File: src/rtl/vga_timing_gen.sv
// Raster timing generator: active-low Hsync/Vsync, DE, pixel/line position and start pulses.
// Define VGATG_CLKEN_EN to add the CE pixel clock enable input; otherwise the block advances every edge.
module vga_timing_gen #(
    parameter int H_ACTIVE = 640,
    parameter int H_FP     = 16,
    parameter int H_SYNC   = 96,
    parameter int H_BP     = 48,
    parameter int V_ACTIVE = 480,
    parameter int V_FP     = 10,
    parameter int V_SYNC   = 2,
    parameter int V_BP     = 33
) (
    input  logic        CLK,
    input  logic        RESET_N,
    output logic        Hsync,
    output logic        Vsync,
    output logic        DE,
    output logic [10:0] hpos,
    output logic [9:0]  vpos,
    output logic        line_start,
    output logic        frame_start,
    output logic [1:0]  h_state_dbg,
    output logic [1:0]  v_state_dbg
`ifdef VGATG_CLKEN_EN
    ,
    input  logic        CE
`endif
);

    // Phase encoding is visible on h_state_dbg / v_state_dbg: 0=ACT 1=FP 2=SYN 3=BP.
    typedef enum logic [1:0] {
        PH_ACT = 2'd0,
        PH_FP  = 2'd1,
        PH_SYN = 2'd2,
        PH_BP  = 2'd3
    } phase_t;

    phase_t      h_state, h_state_next;
    phase_t      v_state, v_state_next;
    logic [10:0] hcnt, hcnt_next;
    logic [10:0] h_pcnt, h_pcnt_next;
    logic [10:0] h_len;
    logic [9:0]  vcnt, vcnt_next;
    logic [9:0]  v_pcnt, v_pcnt_next;
    logic [9:0]  v_len;
    logic        h_last, h_wrap, v_last;
    logic        adv;

    logic        hsync_d, vsync_d, de_d, line_start_d, frame_start_d;
    logic [10:0] hpos_d;
    logic [9:0]  vpos_d;

`ifdef VGATG_CLKEN_EN
    assign adv = CE;
`else
    assign adv = 1'b1;
`endif

    function automatic phase_t next_phase(input phase_t p);
        case (p)
            PH_ACT:  next_phase = PH_FP;
            PH_FP:   next_phase = PH_SYN;
            PH_SYN:  next_phase = PH_BP;
            default: next_phase = PH_ACT;
        endcase
    endfunction

    always_comb begin
        h_len = 11'(H_BP);
        case (h_state)
            PH_ACT:  h_len = 11'(H_ACTIVE);
            PH_FP:   h_len = 11'(H_FP);
            PH_SYN:  h_len = 11'(H_SYNC);
            default: h_len = 11'(H_BP);
        endcase
    end

    always_comb begin
        v_len = 10'(V_BP);
        case (v_state)
            PH_ACT:  v_len = 10'(V_ACTIVE);
            PH_FP:   v_len = 10'(V_FP);
            PH_SYN:  v_len = 10'(V_SYNC);
            default: v_len = 10'(V_BP);
        endcase
    end

    // Horizontal axis: the phase counter restarts on every phase change; leaving BP is the line wrap.
    always_comb begin
        h_state_next = h_state;
        h_pcnt_next  = h_pcnt + 11'd1;
        hcnt_next    = hcnt + 11'd1;
        h_wrap       = 1'b0;
        h_last       = (h_pcnt == h_len - 11'd1);
        if (h_last) begin
            h_pcnt_next  = '0;
            h_state_next = next_phase(h_state);
            if (h_state == PH_BP) begin
                h_wrap    = 1'b1;
                hcnt_next = '0;
            end
        end
    end

    // Vertical axis steps once per line, on the edge where the horizontal axis wraps.
    always_comb begin
        v_state_next = v_state;
        v_pcnt_next  = v_pcnt;
        vcnt_next    = vcnt;
        v_last       = (v_pcnt == v_len - 10'd1);
        if (h_wrap) begin
            if (v_last) begin
                v_pcnt_next  = '0;
                v_state_next = next_phase(v_state);
                vcnt_next    = (v_state == PH_BP) ? 10'd0 : vcnt + 10'd1;
            end else begin
                v_pcnt_next = v_pcnt + 10'd1;
                vcnt_next   = vcnt + 10'd1;
            end
        end
    end

    always_ff @(posedge CLK or negedge RESET_N) begin
        if (!RESET_N) begin
            h_state <= PH_ACT;
            v_state <= PH_ACT;
            hcnt    <= '0;
            h_pcnt  <= '0;
            vcnt    <= '0;
            v_pcnt  <= '0;
        end else if (adv) begin
            h_state <= h_state_next;
            v_state <= v_state_next;
            hcnt    <= hcnt_next;
            h_pcnt  <= h_pcnt_next;
            vcnt    <= vcnt_next;
            v_pcnt  <= v_pcnt_next;
        end
    end

    // Output decode of the current counter state; registered below so outputs lag the counters by one edge.
    always_comb begin
        de_d          = (h_state == PH_ACT) && (v_state == PH_ACT);
        hsync_d       = (h_state != PH_SYN);
        vsync_d       = (v_state != PH_SYN);
        hpos_d        = de_d ? hcnt : 11'd0;
        vpos_d        = de_d ? vcnt : 10'd0;
        line_start_d  = (hcnt == 11'd0);
        frame_start_d = (hcnt == 11'd0) && (vcnt == 10'd0);
    end

    always_ff @(posedge CLK or negedge RESET_N) begin
        if (!RESET_N) begin
            Hsync       <= 1'b1;
            Vsync       <= 1'b1;
            DE          <= 1'b0;
            hpos        <= '0;
            vpos        <= '0;
            line_start  <= 1'b0;
            frame_start <= 1'b0;
        end else if (adv) begin
            Hsync       <= hsync_d;
            Vsync       <= vsync_d;
            DE          <= de_d;
            hpos        <= hpos_d;
            vpos        <= vpos_d;
            line_start  <= line_start_d;
            frame_start <= frame_start_d;
        end
    end

    assign h_state_dbg = h_state;
    assign v_state_dbg = v_state;

endmodule

File: config.mk
export PLATFORM = sky130hd
export DESIGN_NAME = vga_timing_gen
export DESIGN_NICKNAME = d
export VERILOG_FILES = /design/src/rtl/vga_timing_gen.sv
export SDC_FILE = /design/constraint.sdc
export NUM_CORES = 1
export LEC_CHECK = 0
export ABC_AREA = 1
export CAP_MARGIN = 5
export CORE_ASPECT_RATIO = 0.75
export CORE_UTILIZATION = 50
export CTS_BUF_LIST = sky130_fd_sc_hd__clkbuf_4 sky130_fd_sc_hd__clkbuf_8
export DETAILED_ROUTE_END_ITERATION = 10
export PLACE_DENSITY = 0.7
export SLEW_MARGIN = 5
export SYNTH_ARGS = -nofsm -noshare
export SYNTH_HDL_FRONTEND = slang
export SYNTH_SLANG_ARGS = --single-unit
export TNS_END_PERCENT = 100
File: constraint.sdc
create_clock -name CLK -period 5.4 [get_ports CLK]
set_input_delay 0.81 -clock CLK [delete_from_list [all_inputs] [get_ports CLK]]
set_output_delay 0.81 -clock CLK [all_outputs]
set_load 0.01 [all_outputs]
==> run summary <==
Fillers: 682
Synth Area in Adders: 5.85%
Seq cells post-synth: 72
YS warnings: 0
Vias: 3057
I/O Pins: 32
Avg Cell Area, Syn: 7.85 um2
crit path launch type: register
LEAKAGE: 0.00237 uW
initial antenna violation count: 0
cts hold-fix bufs: 0
ys async rst share: 100%
most frequent cells in the layout: 147 x nand2_1, 75 x inv_1, 70 x dfrtp_1
sequential power share: 57.0%
RR Endpoint: v_state_dbg[1]$_DFFE_PN0P_
register clock-pin slew on the reported worst setup and hold paths: 0.08 ns
mapped cell area: 3850 um2
Synth Area in Simple Gates: 31.5%
DRT Pass-1 Iters: 5
compound-gate portion of the synthesized area: 2.28%
H-tree Lvls: 3
total CTS buffers: 9
1st-iter DRT viols: 181
core area: 7400 um2
Area Growth Syn to Fin: 14.4%
maximum vdd drop: 0.000140 V
post-CTS setup buffers: 0
mux contribution to synthesized area: 0%
ANT cells: 0
routability cong.: 0.856
crit path DAT: 2.84 ns
die height: 78.0 um
final WL: 7680 um
final core occ: 59.5%
DRC: 0
worst skew pair latency: 0.34 ns
r2r worst-path depth: 13
CP max FO: 22
All-Layer GR Usage: 21.7%
grt ovf: 0
max frequency: 0.385 GHz
Hold Path Sink: hcnt[0]$_DFF_PN0_
R2R Path Start: h_state_dbg[1]$_DFFE_PN0N_
Sw Pwr: 207 uW
vias in the first global route: 2819
Comb pwr share: 1.1%
synthesized netlist cell count: 490
max-cap viol count: 0
final net count: 543
Slew Limit Fails: 0
pin count of the biggest net entering global routing: 73
Root Buffer: clkbuf_8
reg-to-reg setup timing slack: 2.80 ns
Int Power: 738 uW
Initial Util: 52.0%
commonest non-fill, non-tap cell in the layout: nand2_1
HP Start: hcnt[0]$_DFF_PN0_
Worst setup EP type: register
post-CTS sizing: 0
Rows: 27
wire length per cell: 12.2 um
Slew HR: 41.6%
worst slew pin tran: 0.876 ns
clock network fraction of total power: 41.9%
post-DR vias/cell: 4.86
final setup fails: 0
Synth Flop Type: dfrtp_1
clk buf depth: 2
first-pass GRT wire length: 13200 um
sw frac: 21.9%
Post-DRT Antenna Nets: 0
PwrDens: 215 nW/um2
largest family of logic cells by synthesized area: simple AND/OR/NAND/NOR gates
Post-Route Setup TNS: 0 ns
Setup CP Type: reg2reg
Critical Path RT: 5.64 ns
number of synthesized flops with an enable pin: 0
Hold Slack: 0.492 ns
final hold viol count: 0
CTS tree: done
sink count of the clock tree: 72
Die Wd: 103 um
xor/xnor share of the synthesized area: 3.87%
Die ar.: 8050 um2
sequential-to-total area share from yosys stat: 46.9%
IO buf count: 31
min cycle time layout: 2.60 ns
layout cells sized above 1: 6.63%
hold path cells: 1
min-delay worst type: reg2reg
Synth cell types: 28
clock skew: 0.00802 ns
post-synth net total: 510
fin crit share: 48.1%
DP Wirelength: 5410 um
RSZ-0062 raised after global routing: no
status: finished clean
Placed Instances: 613
final non-filler cell total: 629
through the flow:
stage | area (um2) | worst slack [ns] | power [uW]
CTS | 4400 | 2.78 | 959
detailed placement | 4210 | 2.78 | 561
global route | 4400 | 2.56 | 986
floorplan | 3850 | 3.41 | 550
finish | 4400 | 2.80 | 946
global placement | 4210 | 2.95 | 561
power by group through the flow:
stage	registers, uW	logic (uW)	clock network [uW]
2_1_floorplan	550	0.00124	0
3_3_place_gp	549	11.5	0
3_5_place_dp	549	11.6	0
4_1_cts	539	11.5	409
5_1_grt	539	12.9	435
6_report	539	10.5	396
cell usage after synthesis, types with 2 or more instances:
library cell	n	area [um2]
nor3_1	9	45.0
buf_6	4	45.0
nor2_2	2	12.5
o211ai_1	2	15.0
o21ai_1	2	10.0
nand3_1	34	170
inv_1	75	282
xnor2_1	2	17.5
o21ai_0	8	40.0
dfrtp_1	70	1750
dfstp_2	2	52.6
ha_1	18	225
nand2_1	147	552
xor2_1	15	131
nand3b_1	5	37.5
buf_2	4	20.0
a21oi_1	3	15.0
nor2_4	3	33.8
nor2_1	61	229
clkbuf_1	2	7.51
inv_2	4	15.0
nand4_1	10	62.6
nand3_2	3	30.0
cell type report:
| class | instances | area (um2) | area share (%) |
|---|---|---|---|
| Timing Repair Buffer | 32 | 313 | 7.11 |
| Clock buffer | 12 | 159 | 3.61 |
| Tap cell | 101 | 126 | 2.87 |
| Sequential cell | 72 | 1800 | 41.0 |
| Inverter | 79 | 297 | 6.74 |
| Multi-Input combinational cell | 329 | 1670 | 38.0 |
| Clock inverter | 4 | 27.5 | 0.626 |
how the worst max path moves through the flow:
stage,startpoint,slack [ns],cells past startpoint,end
after floorplan,h_state_dbg[0]$_DFFE_PN0N_,3.41,14,v_pcnt[6]$_DFFE_PN0P_
after global placement,h_state_dbg[0]$_DFFE_PN0N_,2.95,13,v_state_dbg[1]$_DFFE_PN0P_
after detailed placement,h_state_dbg[1]$_DFFE_PN0N_,2.78,13,v_state_dbg[0]$_DFFE_PN0P_
after CTS,h_state_dbg[1]$_DFFE_PN0N_,2.78,13,v_state_dbg[1]$_DFFE_PN0P_
after global routing,h_state_dbg[1]$_DFFE_PN0N_,2.56,13,v_state_dbg[0]$_DFFE_PN0P_
final,h_state_dbg[1]$_DFFE_PN0N_,2.80,13,v_state_dbg[1]$_DFFE_PN0P_
worst max-delay path, stage by stage (launching register included):
cell,delay (ns)
dfrtp_1,0.42
inv_1,0.14
ha_1,0.21
inv_1,0.07
ha_1,0.29
inv_1,0.04
nand2_1,0.06
nand3_1,0.07
nor2_1,0.14
nand3_2,0.26
nor2_4,0.52
nand2_1,0.14
nand2_1,0.09
nand2_1,0.05
per-layer routing:
layer,vias to the layer above,global-route usage (%),share of wire (%)
li1,1562,-,-
met1,1403,30.9,52
met2,88,32.1,42
met3,4,6.04,4.9
met4,0,5.92,0.74
met5,-,0,0
flip-flops by register name, indices dropped and copies added, names as in the netlist:
register / count
h_pcnt: 11
hcnt: 11
hpos: 11
v_pcnt: 10
vcnt: 10
vpos: 10
h_state_dbg: 2
v_state_dbg: 2
DE: 1
Hsync: 1
Vsync: 1
frame_start: 1
line_start: 1
cell families (layout without fill, tap and decap cells):
group                      Yosys count  in the layout
adders and majority gates           18             18
AOI/OAI and AO/OA                   16             16
buffers and inverters               89            127
and+or+nand+nor                    278            278
DFF                                 72             72
xor gates and xnor gates            17             17
Note: power is estimated with default switching activity, not from simulation.
